==> src/rtl/fft_1024_addr_gen.sv <==
// rtl/fft_1024_addr_gen.sv - radix-2 DIT address generator for a 1024-point in-place FFT
module fft_1024_addr_gen (
   input  logic       clock_c,
   input  logic       reset_n,
   input  logic       start,
   input  logic       en,
   input  logic [8:0] bfly_idx,
   input  logic       bfly_last,
   output logic [9:0] addr_a,
   output logic [9:0] addr_b,
   output logic [8:0] tw_addr,
   output logic [3:0] stage,
   output logic       busy,
   output logic       addr_valid,
   output logic       xfm_done
);

   localparam logic [3:0] LAST_STAGE = 4'd9;

   typedef enum logic {
      S_IDLE = 1'b0,
      S_RUN  = 1'b1
   } state_t;

   state_t      state;
   state_t      state_nx;
   logic [3:0]  stage_nx;
   logic        load;
   logic        done_nx;

   logic [9:0]  idx_ext;
   logic [9:0]  low_mask;
   logic [9:0]  a_calc;
   logic [9:0]  b_calc;
   logic [8:0]  pos;
   logic [17:0] tw_wide;

   // Butterfly operand/twiddle addresses for (stage, bfly_idx): a zero bit
   // is spliced in at bit position 'stage' for the upper operand, a one bit
   // for the lower; the twiddle index is the in-group position scaled up.
   always_comb begin
      idx_ext  = {1'b0, bfly_idx};
      low_mask = (10'd1 << stage) - 10'd1;
      a_calc   = ((idx_ext & ~low_mask) << 1) | (idx_ext & low_mask);
      b_calc   = a_calc | (10'd1 << stage);
      pos      = bfly_idx & low_mask[8:0];
      tw_wide  = {9'd0, pos} << (LAST_STAGE - stage);
   end

   // Next-state logic: start wins over everything, then en qualifies a
   // butterfly, and bfly_last on the final stage closes the transform.
   always_comb begin
      state_nx = state;
      stage_nx = stage;
      load     = 1'b0;
      done_nx  = 1'b0;
      case (state)
         S_IDLE: begin
            if (start) begin
               state_nx = S_RUN;
               stage_nx = 4'd0;
            end
         end
         S_RUN: begin
            if (start) begin
               stage_nx = 4'd0;
            end else if (en) begin
               load = 1'b1;
               if (bfly_last) begin
                  if (stage == LAST_STAGE) begin
                     state_nx = S_IDLE;
                     stage_nx = 4'd0;
                     done_nx  = 1'b1;
                  end else begin
                     stage_nx = stage + 4'd1;
                  end
               end
            end
         end
         default: begin
            state_nx = S_IDLE;
            stage_nx = 4'd0;
         end
      endcase
   end

   // State, stage and status flags; busy is a flop so it never sees inputs
   // combinationally.
   always_ff @(posedge clock_c or negedge reset_n) begin
      if (!reset_n) begin
         state      <= S_IDLE;
         stage      <= 4'd0;
         busy       <= 1'b0;
         addr_valid <= 1'b0;
         xfm_done   <= 1'b0;
      end else begin
         state      <= state_nx;
         stage      <= stage_nx;
         busy       <= (state_nx == S_RUN);
         addr_valid <= load;
         xfm_done   <= done_nx;
      end
   end

   // Address registers only move on a qualified butterfly and otherwise hold.
   always_ff @(posedge clock_c or negedge reset_n) begin
      if (!reset_n) begin
         addr_a  <= 10'd0;
         addr_b  <= 10'd0;
         tw_addr <= 9'd0;
      end else if (load) begin
         addr_a  <= a_calc;
         addr_b  <= b_calc;
         tw_addr <= tw_wide[8:0];
      end
   end

endmodule

==> config.mk <==
export PLATFORM = sky130hd
export DESIGN_NAME = fft_1024_addr_gen
export DESIGN_NICKNAME = d
export VERILOG_FILES = /design/src/rtl/fft_1024_addr_gen.sv
export SDC_FILE = /design/constraint.sdc
export NUM_CORES = 1
export LEC_CHECK = 0
export ABC_AREA = 1
export BUFFER_PORTS_ARGS = -buffer_cell sky130_fd_sc_hd__buf_2
export CAP_MARGIN = 20
export CORE_MARGIN = 10
export CORE_UTILIZATION = 29
export DETAILED_ROUTE_END_ITERATION = 8
export RECOVER_POWER = 100
export SYNTH_ARGS = -nofsm -noshare
export SYNTH_HDL_FRONTEND = slang
export SYNTH_SLANG_ARGS = --single-unit
==> constraint.sdc <==
create_clock -name clock_c -period 2.95 [get_ports clock_c]
set_clock_uncertainty 0.05 [all_clocks]
set_input_delay 0.295 -clock clock_c [delete_from_list [all_inputs] [get_ports clock_c]]
set_output_delay 0.295 -clock clock_c [all_outputs]
set_load 0.1 [all_outputs]
Word-level counts from Yosys, hierarchy flattened
Cells that the tools add are included.
{"block": "op_classes", "add_sub_neg": 3, "n_mul": 0, "div": 0, "order_cmp": 0, "n_eq_ne": 4, "n_shift": 2, "muxes": 20, "bitwise_logic": 7, "n_reduce_logical": 1}
{"operator": "$mux W4", "count": 5}
{"operator": "$or A10 B10 Y10", "count": 2}
{"operator": "$and A9 B9 Y9", "count": 2}
{"operator": "$mux W1", "count": 13}
{"operator": "$and A9 B10 Y10", "count": 1}
{"operator": "$shl A1 B4 Y10 const A", "count": 1}
{"operator": "$sub A10 B1 Y10 const B", "count": 1}
{"operator": "$not A9 Y9", "count": 1}
{"operator": "$shl A9 B4 Y9", "count": 1}
{"operator": "$pmux W4 S2", "count": 1}
{"operator": "$ne A3 B3 Y1 const B", "count": 2}
{"operator": "$add A4 B1 Y4 const B", "count": 1}
{"operator": "$eq A4 B4 Y1 const B", "count": 1}
{"operator": "$sub A4 B4 Y4 const A", "count": 1}
{"operator": "$reduce_and A3 Y1", "count": 1}
{"operator": "$ne A2 B2 Y1 const B", "count": 1}
{"operator": "$pmux W1 S2", "count": 1}
{"operator": "$not A1 Y1", "count": 1}
{"block": "word_totals", "ff_bits": 36, "latch_bits": 0, "ramBits": 0, "rom_bits": 0, "output_inout_bits": 36, "elab_cells": 44, "mem_count": 0}

Depth between registers and ports, before layout
{"block": "depth", "depth_word": 6, "depth_mapped": 16, "ltp_nobuf": 15}

Worst setup path before layout
Ideal clock, no wire load.
{"block": "synth_path", "path_kind": "register -> register", "from": "register stage[1]", "to": "register tw_addr[8]", "t_arrival_ns": 2.902, "required_ns": 2.777, "slack_ns": -0.125, "stages_incl_launch_ff": 16, "synth_period_minus_slack_ns": 3.075, "cell_sequence": "dfrtp_1 -> clkinv_1 -> ha_1 -> nand3_2 -> ha_1 -> inv_1 -> nand4_1 -> nand2_1 -> nand2_1 -> nand2_1 -> o211ai_1 -> nand3_1 -> nand2_1 -> clkinv_1 -> nand2_1 -> a21oi_2"}
{"block": "synth_via", "elab_chain_cells": 4, "elab_cells_between_ends": 5, "cone_classes": "add/sub (2); shift (2); bitwise (1)"}
{"element": "start: declaration", "line": "12", "text": "output logic [3:0] stage,"}
{"element": "start signal: assignment", "line": "98", "text": "stage <= stage_nx;"}
{"element": "$shl A1 B4 Y10", "line": "43", "text": "low_mask = (10'd1 << stage) - 10'd1;"}
{"element": "$sub A10 B1 Y10", "line": "43"}
{"element": "$and A9 B9 Y9", "line": "46", "text": "pos = bfly_idx & low_mask[8:0];"}
{"element": "$shl A9 B4 Y9 (*)", "line": "47", "text": "tw_wide = {9'd0, pos} << (LAST_STAGE - stage);"}
{"element": "end signal: assignment", "line": "114", "text": "tw_addr <= tw_wide[8:0];"}
{"element": "end: declaration", "line": "11", "text": "output logic [8:0] tw_addr,"}
Mark *: on every way between the ends. The rest lies on a longest branch, timed or not.
A chain may end at the register's enable or synchronous reset.

Final worst setup path
{"block": "layout_path", "from": "register stage[1]", "to": "register tw_addr[6]"}
Same word-level chain as after synthesis.

==> results.sh <==
export IMPL_syn_nets=308
export IMPL_cts_buffer_depth=2
export IMPL_ys_ff_latch=36
export IMPL_hold_violations=0
export IMPL_maxCapViolations=1
export IMPL_antenna_cells=0
export IMPL_cts_resized_gates=0
export IMPL_dr_first_iter_drc_count=78
export IMPL_yosys_area_top_type_share_pct=41.3
export IMPL_wire_per_inst_um=13.2
export IMPL_worstSkewPairLatency_ns=0.29
export IMPL_cp_end_kind="register"
export IMPL_cts_tree="built"
export IMPL_io_pins=50
export IMPL_sw_frac_of_total_pct=55.4
export IMPL_synth_edf_count=0
export IMPL_critPathKind="register to register"
export IMPL_slew_limit_headroom_pct=-30.0
export IMPL_start_kind="register"
export IMPL_grt_pass1_vias=2084
export IMPL_clockPowerShare_pct=19.6
export IMPL_initial_utilization_pct=29.9
export IMPL_drc=0
export IMPL_dp_hpwl_um=4510
export IMPL_period_share_pct=84.5
export IMPL_synth_most_common_cell="nand2_1"
export IMPL_p_int_mw=1.11
export IMPL_cts_buffers=5
export IMPL_grt_max_degree=37
export IMPL_p_leak_nw=1.28
export IMPL_power_switching_mw=1.37
export IMPL_grt_first_pass_wirelength_um=9970
export IMPL_die_w_um=107
export IMPL_layout_drive_gt1_share_pct=12.7
export IMPL_final_max_slew_viol_count=37
export IMPL_synth_area_mm2=0.00218
export IMPL_synthToLayoutAreaGrowth_pct=19.2
export IMPL_hold_class="primary input to register"
export IMPL_status="finished, violations left"
export IMPL_finalCriticalPeriod_ns=2.49
export IMPL_clkSlewWorstSetupHoldPaths_ns=0.08
export IMPL_cp_arrival_ns=2.63
export IMPL_fp_coreArea_mm2=0.00729
export IMPL_nets=361
export IMPL_irDropWorstVdd_mv=0.311
export IMPL_postCtsHoldBufs=0
export IMPL_ys_flop_type="dfrtp_1"
export IMPL_routed_wl_um=5780
export IMPL_cts_sinks=36
export IMPL_viasPerCell=4.59
export IMPL_yosysSeqAreaShare_pct=41.3
export IMPL_pwr_share_comb_pct=53.6
export IMPL_post_cts_buffers=0
export IMPL_synthCells=285
export IMPL_portBuffers=49
export IMPL_grt_ovfl_total=0
export IMPL_yosysWarningCount=0
export IMPL_num_vias=2010
export IMPL_ant_nets=0
export IMPL_grt_total_usage_pct=10.7
export IMPL_netlist_top_cells_area="dfrtp_1 41%, nand2_1 12%, nor2_1 7.4%"
export IMPL_rsz0062_at_grt="false"
export IMPL_synth_cell_type_count=33
export IMPL_fin_area_mm2=0.00260
export IMPL_power_density_mw_per_mm2=953
export IMPL_placed_area_mm2=0.00255
export IMPL_htree_levels=2
export IMPL_rows=31
export IMPL_async_flop_share_pct=100
export IMPL_n_fill_cell=868
export IMPL_die_h_um=107
export IMPL_setup_tns_ns=0
export IMPL_tightest_slew_ns=1.95
export IMPL_seqPwrFrac_pct=26.7
export IMPL_avgSynthCellArea_um2=7.66
export IMPL_failed_checks="max-capacitance violations, max-slew violations"
export IMPL_multi_input_area_mm2=0.00111
export IMPL_gp_congestion=0.856
export IMPL_area_sequential_um2=902
export IMPL_path_max_fanout=15
export IMPL_max_freq_mhz=401
export IMPL_synthTopCellsByCount="67 x nand2_1, 43 x nor2_1, 36 x dfrtp_1, 26 x nand3_1, 23 x inv_1"
export IMPL_setup_violations=0
export IMPL_synth_top_cell_by_area="dfrtp_1"
export IMPL_cts_root_buf="clkbuf_8"
export IMPL_drt_pass1_iterations=4
export IMPL_antenna_found_initial=0
export IMPL_die_area_mm2=0.0114
export IMPL_critPathRequiredTime_ns=3.09
==> power by group through the flow <==
stage	Sequential, mW	Clock (mW)	Combinational (mW)
after detailed placement	0.671	0	1.38
final	0.663	0.486	1.33
after global routing	0.681	0.522	1.43
after floorplan	1.39	0	0.408
after global placement	0.666	0	1.38
after CTS	0.662	0.507	1.38
==> critical path, stage by stage, from the launching register on <==
cell and delay [ns]:
dfrtp_2 0.53, clkinv_1 0.17, ha_1 0.27, nand3_2 0.17
ha_1 0.23, nand3_1 0.17, nor2_1 0.13, nand2_1 0.07
nand3_1 0.15, nand2_1 0.10, nand3_1 0.10, nand3_1 0.07
o211ai_1 0.10, nand2_1 0.07
==> layout make-up <==
type,instances,share of cell area [%]
multi-input cells,211,42.9
flip-flops and latches,36,34.7
repair buffers,53,8.37
well taps,99,4.76
inverters,31,4.47
clock buffers,7,3.70
clock inverters,1,1.15
==> final timing paths <==
kind	slack [ns]	endpoint	from	cells past startpoint
min in group asynchronous	0.49	addr_a[7]	reset_n	1
hold / removal	0.15	xfm_done	start	2
setup reg to reg	0.46	tw_addr[6]	stage[1]	13
hold reg to reg	0.43	tw_addr[5]	tw_addr[5]	2
setup / recovery	0.46	tw_addr[6]	stage[1]	13
max in group asynchronous	1.10	stage[1]	reset_n	1
==> layer usage <==
| metal | vias up | GRT usage [%] | routed length, um | share of wire (%) |
|---|---|---|---|---|
| met3 | 2 | 3.77 | 469 | 8.1 |
| met1 | 911 | 13.2 | 2750 | 48 |
| met2 | 55 | 16.6 | 2540 | 44 |
| met4 | 0 | 4.35 | 25 | 0.43 |
| li1 | 1042 | - | - | - |
| met5 | - | 0 | 0 | 0 |
==> metrics by stage <==
| stage | total power, mW | std cells | hold slack, ns | utilization, % | setup WS (ns) |
|---|---|---|---|---|---|
| 6_report | 2.48 | 438 | 0.155 | 35.7 | 0.457 |
| 5_1_grt | 2.63 | 438 | 0.155 | 35.7 | 0.152 |
| 4_1_cts | 2.55 | 438 | 0.0753 | 36.7 | 0.486 |
| 3_5_place_dp | 2.05 | 430 | 0.404 | 35.0 | 0.503 |
| 3_3_place_gp | 2.04 | 430 | 0.385 | 35.0 | 0.571 |
| 2_1_floorplan | 1.80 | 285 | -0.0506 | - | 0.198 |
==> layout by cell type, fill, tap and decap left out, drive strengths merged <==
cell     n
nand2   71
clkbuf  47
nor2    46
dfrtp   36
nand3   36
inv     27
a21oi   16
o21ai   15
buf     13
ha       9
clkinv   4
nand4    4
o211ai   4
nor3     2
a31oi    2
a21bo    1
xor2     1
a211oi   1
a21o     1
a22o     1
a32o     1
bufinv   1
==> registers in the layout (all words and copies together) (netlist names) <==
| name | count |
|---|---|
| addr_a | 10 |
| addr_b | 10 |
| tw_addr | 9 |
| stage | 4 |
| addr_valid | 1 |
| state | 1 |
| xfm_done | 1 |
==> cells by family (layout without fill, tap and decap cells) <==
group,count (synthesis),after routing,share of synthesized area [%]
compound gates,42,42,11.8
xor+xnor,1,1,0.401
fa+ha+maj,9,9,5.16
buf+inv,38,92,6.94
flops,36,36,41.3
simple gates,159,159,34.5
Note: power is estimated with default switching activity, not from simulation.
